### src/rtl/health_tracker.sv
// Player health tracker: hit/heal accounting, post-hit invulnerability window and game-over flag.
// All outputs are registered; restart and reset both return the round to IDLE at full health.
module health_tracker #(
    parameter int MAX_HEALTH    = 3,
    parameter int INVULN_CYCLES = 3,
    parameter int CLEAR_REQ     = 1,
    parameter int AMT_W         = 2,
    parameter int HW            = $clog2(MAX_HEALTH + 1)
) (
    input  logic             Clk,
    input  logic             Reset_n,
    input  logic             collision,
    input  logic [AMT_W-1:0] dmgAmt,
    input  logic             heal,
    input  logic [AMT_W-1:0] healAmt,
    input  logic             restart,
    output logic [HW-1:0]    healthCount,
    output logic             invuln,
    output logic             hitPulse,
    output logic             gameEnd
);

    // state  | meaning
    // IDLE   | round start, health forced to MAX_HEALTH, lasts one cycle
    // ALIVE  | hits and heals accepted
    // INVULN | post-hit window, hits ignored, heals accepted
    // DEAD   | health 0, waits for restart
    localparam logic [1:0] IDLE   = 2'd0;
    localparam logic [1:0] ALIVE  = 2'd1;
    localparam logic [1:0] INVULN = 2'd2;
    localparam logic [1:0] DEAD   = 2'd3;

    localparam int CW = (INVULN_CYCLES > 1) ? $clog2(INVULN_CYCLES) : 1;
    localparam int SW = HW + AMT_W + 1;

    localparam logic [HW-1:0] HMAX  = HW'(MAX_HEALTH);
    localparam logic [CW-1:0] CLOAD = CW'(INVULN_CYCLES - 1);
    localparam logic [SW-1:0] SMAX  = SW'(MAX_HEALTH);

    logic [1:0]    state, state_nx;
    logic [HW-1:0] health_nx;
    logic [CW-1:0] cnt, cnt_nx;
    logic          colPrev;
    logic          hitPulse_nx;
    logic          hit_ok;
    logic [SW-1:0] up, down, diff, sum;

    assign hit_ok = collision & ~colPrev & (dmgAmt != '0);

    // Add first, then subtract, so a same-cycle heal can offset the damage before clamping at 0.
    assign up   = SW'(healthCount) + (heal ? SW'(healAmt) : '0);
    assign down = (state == ALIVE && hit_ok) ? SW'(dmgAmt) : '0;
    assign diff = up - down;
    assign sum  = (up <= down) ? '0 : ((diff > SMAX) ? SMAX : diff);

    always_comb begin
        state_nx    = state;
        health_nx   = healthCount;
        cnt_nx      = cnt;
        hitPulse_nx = 1'b0;
        case (state)
            IDLE: begin
                state_nx  = ALIVE;
                health_nx = HMAX;
            end
            ALIVE: begin
                health_nx = HW'(sum);
                if (hit_ok) begin
                    hitPulse_nx = 1'b1;
                    if (sum == '0) begin
                        state_nx = DEAD;
                    end else begin
                        state_nx = INVULN;
                        cnt_nx   = CLOAD;
                    end
                end
            end
            INVULN: begin
                health_nx = HW'(sum);
                if (CLEAR_REQ != 0 && collision) begin
                    cnt_nx = CLOAD;
                end else if (cnt == '0) begin
                    state_nx = ALIVE;
                end else begin
                    cnt_nx = cnt - 1'b1;
                end
            end
            DEAD: begin
                health_nx = '0;
            end
            default: begin
                state_nx = IDLE;
            end
        endcase
    end

    always_ff @(posedge Clk) begin
        if (!Reset_n || restart) begin
            state       <= IDLE;
            healthCount <= HMAX;
            cnt         <= '0;
            invuln      <= 1'b0;
            hitPulse    <= 1'b0;
            gameEnd     <= 1'b0;
        end else begin
            state       <= state_nx;
            healthCount <= health_nx;
            cnt         <= cnt_nx;
            invuln      <= (state_nx == INVULN);
            hitPulse    <= hitPulse_nx;
            gameEnd     <= (state_nx == DEAD);
        end
    end

    // Edge detector keeps tracking across restart so a held collision never re-triggers.
    always_ff @(posedge Clk) begin
        if (!Reset_n) begin
            colPrev <= 1'b0;
        end else begin
            colPrev <= collision;
        end
    end

endmodule

### config.mk
export PLATFORM = sky130hd
export DESIGN_NAME = health_tracker
export DESIGN_NICKNAME = d
export VERILOG_FILES = /design/src/rtl/health_tracker.sv
export SDC_FILE = /design/constraint.sdc
export NUM_CORES = 1
export LEC_CHECK = 0
export ABC_AREA = 1
export BUFFER_PORTS_ARGS = -buffer_cell sky130_fd_sc_hd__buf_2
export CAP_MARGIN = 20
export CORE_MARGIN = 10
export CORE_UTILIZATION = 48
export CTS_CLUSTER_DIAMETER = 100
export DETAILED_ROUTE_END_ITERATION = 12
export PLACE_DENSITY = 0.68
export SETUP_SLACK_MARGIN = 0.2
export SLEW_MARGIN = 20
export SYNTH_ARGS = -nofsm -noshare
export SYNTH_HDL_FRONTEND = slang
export SYNTH_SLANG_ARGS = --single-unit
export TNS_END_PERCENT = 100
### constraint.sdc
create_clock -name Clk -period 6.4 [get_ports Clk]
set_clock_uncertainty 0.15 [all_clocks]
set_input_delay 0.64 -clock Clk [delete_from_list [all_inputs] [get_ports Clk]]
set_output_delay 0.64 -clock Clk [all_outputs]
set_load 0.005 [all_outputs]
==> impl_metrics.json, run 1 <==
{
  "drc_errors": 0,
  "cts.path.max_buffers": 2,
  "critPathTopFamily": "adder cells",
  "io_pins": 14,
  "wl_um": 1361,
  "start_util_pct": 49.83,
  "wire_per_inst_um": 10.01,
  "antenna_found_initial": 0,
  "syn2layout_area_growth_pct": 14.50,
  "viasPerCell": 4.618,
  "worst-r2r-cell-count": 15,
  "path_buf_inv": 5,
  "hold_class": "register to register",
  "max-vdd-ir-drop_mv": 0.1562,
  "rows": 14,
  "r2r_start": "state[1]",
  "grt_max_degree": 6,
  "holdPathEnd": "cnt[1]",
  "max_stage_delay_ns": 0.47,
  "clk_latency_ns": 0.26,
  "fill_cells": 153,
  "first_iter_violations": 5,
  "r2r_setup_slack_ns": 3.74,
  "dp.cells": 133,
  "status": "finished, final reports clean",
  "route.antenna.remaining_nets": 0,
  "rsz0062_at_grt": "no",
  "layout-drive-gt1-share_pct": 25.00,
  "pre_cts_slack_ns": 3.393,
  "critPathKind": "input port to register",
  "power.leakage_uw": 0.0004747,
  "setup_slack_ns": 3.684,
  "stdcell_count": 136,
  "ys_types": 19,
  "worstHoldStart": "cnt[1]",
  "dieArea_sq_um": 3518,
  "worstPathArrival_ns": 2.72,
  "fin_tns_setup_ns": 0,
  "groute.usage.overall_pct": 8.856,
  "rr_endpoint": "gameEnd",
  "numCtsBuffers": 3,
  "cts.reportedPaths.clkPinSlew_ns": 0.06,
  "drv_cap": 0,
  "worstMarginPinSlew_ns": 0.2908,
  "avgSynthCellArea_sq_um": 7.134,
  "crit_chain": "buf_2, nand2_1, inv_1, ha_1, inv_1, fa_1, inv_1, fa_1, inv_1, ha_1, nand3_1, nand2_2, nand3_1, nand2_1, nand2_1, nor2_1",
  "final_hold_viol_count": 0,
  "firstDrtPassIters": 4,
  "ys_seq_elements": 10,
  "dieHeight_um": 59.32,
  "max_clock_freq_ghz": 0.3682,
  "antenna_cells": 0,
  "ys_warn_count": 0,
  "clkSinkCount": 10,
  "finalCritPeriodShare_pct": 42.44,
  "hold_depth": 2,
  "crit_fanout": 2,
  "post_cts_buffers": 0,
  "grt_pass1_wl_um": 2442,
  "htreeDepth": 1,
  "tritoncts": "yes",
  "crit_path_start_kind": "input port",
  "gp_congestion": 0.8261,
  "die_x_um": 59.32,
  "setup_viol": 0,
  "cts_root_buf": "clkbuf_4",
  "netlist_area_sq_um": 742.0,
  "min_period_ns": 2.716,
  "ctsResizeCount": 0,
  "synth_nets": 125,
  "synth_cells": 104,
  "fin_nets": 143,
  "vias": 628,
  "io_buffers": 13,
  "worst_path_most_repeated_cell": "inv_1",
  "slew_viol_final": 0,
  "grt_remaining_overflow": 0,
  "design.core.area_sq_um": 1489,
  "crit_slowest_cell": "fa_1",
  "powerDensity_nw_per_um2": 160.1,
  "grt_pass1_vias": 601,
  "dp_hpwl_um": 1231,
  "cts_hold_buf": 0,
  "slew_headroom_pct": 80.56,
  "ys_seq_area_share_pct": 26.98,
  "critPathRequiredTime_ns": 6.40,
  "crit_path_end_kind": "register"
}
[report_power, final]
part | total (uW) | switching, uW | internal [uW]
registers | 65.0 | 1.20 | 63.8
logic | 30.0 | 18.0 | 12.0
clock network | 41.0 | 19.4 | 21.6
total | 136 | 38.6 | 97.4
[placed cells by master (no fill, tap or decap)]
cell,instances
clkbuf_4,3
o211ai_2,1
inv_1,20
nand2_2,4
nor2_4,1
clkinv_1,1
a21oi_2,1
inv_2,4
dfxtp_1,10
ha_1,10
buf_2,13
o21ai_1,1
nand3_1,9
nor2_1,13
nand3_2,1
a21oi_1,3
o21ai_2,1
o21ai_0,2
fa_1,2
nand2_1,19
o21bai_2,1
[cell families (layout without fill, tap and decap cells)]
family / count (synthesis) / after routing / share of synthesized area [%]
buf+inv: 25 / 41 / 12.65
fa+ha+maj: 12 / 12 / 22.26
flops: 10 / 10 / 26.98
compound gates: 10 / 10 / 9.611
simple gates: 47 / 47 / 28.50
[through the flow]
step	area (sq um)	hold WS (ns)	total power [uW]	utilization, %
6_report	849.6	0.3365	136.0	57.06
5_1_grt	849.6	0.3637	145.0	57.06
4_1_cts	849.6	0.3396	137.4	57.06
3_5_place_dp	827.0	0.3236	96.89	55.55
3_3_place_gp	827.0	0.3149	95.56	55.55
2_1_floorplan	742.0	0.3016	88.59	-
[tightest hold or removal path, cell delays in order (launching register included)]
cell and delay (ns):
dfxtp_1 0.33, a21oi_1 0.04, nor2_1 0.08
[flip-flops by register name, indices dropped and copies added (netlist names)]
signal / cells
hitPulse: 1
gameEnd: 1
healthCount: 2
colPrev: 1
invuln: 1
state: 2
cnt: 2
[cells in the mapped netlist (all sizes together)]
library cell / count / area [sq um]
a21oi: 4 / 23.77
clkinv: 1 / 3.750
dfxtp: 10 / 200.2
fa: 2 / 40.04
ha: 10 / 125.1
inv: 24 / 90.08
nand2: 23 / 96.34
nand3: 10 / 55.05
nor2: 14 / 60.06
o211ai: 1 / 12.51
o21ai: 4 / 23.77
o21bai: 1 / 11.26
[final cells by class]
type	instances	area, sq um	area share (%)
Timing Repair Buffer	13	65.06	7.658
Sequential cell	10	200.2	23.56
Tap cell	16	20.02	2.356
Inverter	25	93.84	11.05
Multi-Input combinational cell	69	447.9	52.72
Clock buffer	3	22.52	2.651
[per-layer routing]
| layer | part of all wire, % | GRT usage (%) |
|---|---|---|
| met5 | 0 | 0 |
| met4 | 1.2 | 3.934 |
| met3 | 5.5 | 3.648 |
| met2 | 49 | 13.97 |
| met1 | 45 | 10.13 |
[worst max-delay path by stage]
stage          startpoint       end  slack (ns)  cells past startpoint
3_3_place_gp         heal   gameEnd        3.46                     16
5_1_grt          state[1]  state[0]        3.52                     15
2_1_floorplan  healAmt[0]   gameEnd        3.64                     15
4_1_cts              heal    cnt[0]        3.67                     16
6_report             heal   gameEnd        3.68                     16
3_5_place_dp         heal    cnt[0]        3.39                     16
Note: power is estimated with default switching activity, not from simulation.
==> inputs of run 2 (changes only) <==
- CORE_UTILIZATION: 48 -> 47
- PLACE_DENSITY: 0.68 -> 0.69
- clock period: 6.4 -> 2.4 ns (I/O delays scaled with it)
==> run 2 against run 1 <==
Compared with the run above: combinational power grew to 4.2 times the previous value; register-to-register slack lost 3.7 ns; sequential power grew to 2.7 times the previous value; hold slack lost 0.31 ns; count of clock-buffer cells in the layout grew 1; via count grew 15%; sequential share of layout area shrank 4.5 points; clock power grew to 3.9 times the previous value; die area grew 1.4%; utilization grew 14 points; critical path type is now register to register; highest routed layer is now met3.
==> impl_metrics.json, run 2 (synthesized netlist as in run 1, its figures left out) <==
{
  "status": "finished, final reports clean",
  "fin_nets": 150,
  "slew_headroom_pct": 73.57,
  "cts.reportedPaths.clkPinSlew_ns": 0.08,
  "tritoncts": "yes",
  "clk_latency_ns": 0.26,
  "crit_path_start_kind": "register",
  "grt_remaining_overflow": 0,
  "wire_per_inst_um": 12.80,
  "worstMarginPinSlew_ns": 0.3950,
  "critPathRequiredTime_ns": 2.45,
  "slew_viol_final": 0,
  "rsz0062_at_grt": "yes",
  "viasPerCell": 5.028,
  "crit_path_end_kind": "register",
  "final_hold_viol_count": 0,
  "dp.cells": 137,
  "antenna_found_initial": 0,
  "whs_ns": 0.02305,
  "antenna_cells": 0,
  "worstPathArrival_ns": 2.42,
  "numCtsBuffers": 3,
  "grt_pass1_wl_um": 2773,
  "hold_depth": 3,
  "route.antenna.remaining_nets": 0,
  "max-vdd-ir-drop_mv": 0.4555,
  "r2r_start": "state[1]",
  "firstDrtPassIters": 4,
  "cts_root_buf": "clkbuf_4",
  "worst-r2r-cell-count": 16,
  "die_x_um": 59.73,
  "fin_tns_setup_ns": 0,
  "finalCritPeriodShare_pct": 98.60,
  "r2r_setup_slack_ns": 0.03,
  "rr_endpoint": "state[0]",
  "largest_registers": "cnt x2, healthCount x2, state x2",
  "rows": 14,
  "powerDensity_nw_per_um2": 430.6,
  "syn2layout_area_growth_pct": 44.01,
  "vias": 724,
  "dp_hpwl_um": 1375,
  "seq_area_sq_um": 203.9,
  "max_clock_freq_ghz": 0.4226,
  "crit_path_end": "state[0]",
  "fin_util_pct": 70.93,
  "fill_cells": 128,
  "setup_viol": 0,
  "groute.usage.overall_pct": 9.842,
  "crit_fanout": 3,
  "gp_congestion": 0.7543,
  "hold_class": "input port to register",
  "wl_um": 1843,
  "clkSinkCount": 10,
  "fin_area_sq_um": 1069,
  "grt_pass1_vias": 673,
  "min_period_ns": 2.366,
  "dieArea_sq_um": 3568,
  "multi_input_area_sq_um": 594.3,
  "stdcell_count": 144,
  "placed_area_sq_um": 928.4,
  "dieHeight_um": 59.73,
  "crit_path_start": "state[1]",
  "power.leakage_uw": 0.0005207,
  "critPathKind": "register to register",
  "drc_errors": 0,
  "io_pins": 14,
  "drv_cap": 0,
  "htreeDepth": 1,
  "mostFrequentLayoutCells": "nand2_1, inv_1, buf_2",
  "cts.path.max_buffers": 2,
  "first_iter_violations": 19,
  "start_util_pct": 49.25,
  "layout-drive-gt1-share_pct": 51.56,
  "design.core.area_sq_um": 1506,
  "io_buffers": 13,
  "grt_max_degree": 7
}
run 2: timing repair:
action	in CTS	in global routing
pin swaps	1	7
buffers inserted	1	2
gates cloned	0	0
endpoints found under the setup margin	7	7
resized for setup	3	17
hold buffers	0	0
run 2: how the worst min path moves through the flow:
stage / slack, ns / endpoint / startpoint
4_1_cts: 0.02 / colPrev / Reset_n
6_report: 0.02 / colPrev / Reset_n
2_1_floorplan: 0.18 / colPrev / collision
3_3_place_gp: 0.29 / colPrev / Reset_n
3_5_place_dp: 0.30 / colPrev / Reset_n
5_1_grt: 0.04 / colPrev / Reset_n
run 2: worst max-delay path, stage by stage (launching register included):
cell	delay (ns)
dfxtp_2	0.33
inv_2	0.08
ha_4	0.16
o211ai_4	0.10
nor2_2	0.10
ha_2	0.18
inv_2	0.05
fa_2	0.37
inv_2	0.07
ha_4	0.11
o21bai_4	0.11
inv_4	0.07
nand2_4	0.08
nand3_2	0.08
nand2_2	0.09
nand2_2	0.07
nor2_2	0.10
run 2: layout make-up:
class / instances / share of cell area (%)
clock buffer: 4 / 3.396
inverter: 25 / 9.016
multi-input combinational: 69 / 55.62
sequential: 10 / 19.09
tap: 16 / 1.874
timing repair buffer: 20 / 11.01
run 2: metal layers:
| metal | up-vias | track usage (%) | routed length [um] |
|---|---|---|---|
| met5 | - | 0 | 0 |
| met4 | 0 | 1.923 | 0 |
| met3 | 0 | 4.873 | 160 |
| met2 | 24 | 15.29 | 853 |
| met1 | 335 | 11.95 | 828 |
| li1 | 365 | - | - |
run 2: where the power goes:
group | internal (uW) | switching [uW] | leakage [uW]
combinational | 52.8 | 73.8 | 0.000418
sequential | 170 | 4.32 | 0.0000818
clock | 92.0 | 66.8 | 0.0000210
total | 315 | 145 | 0.000521
run 2: per-stage QoR:
step / worst slack [ns] / total power, uW
after floorplan: 0.1209 / 249.5
after global placement: -0.03700 / 273.6
after detailed placement: -0.08182 / 277.7
after CTS: 0.01487 / 445.3
after global routing: -0.06238 / 484.0
final: 0.03363 / 460.1
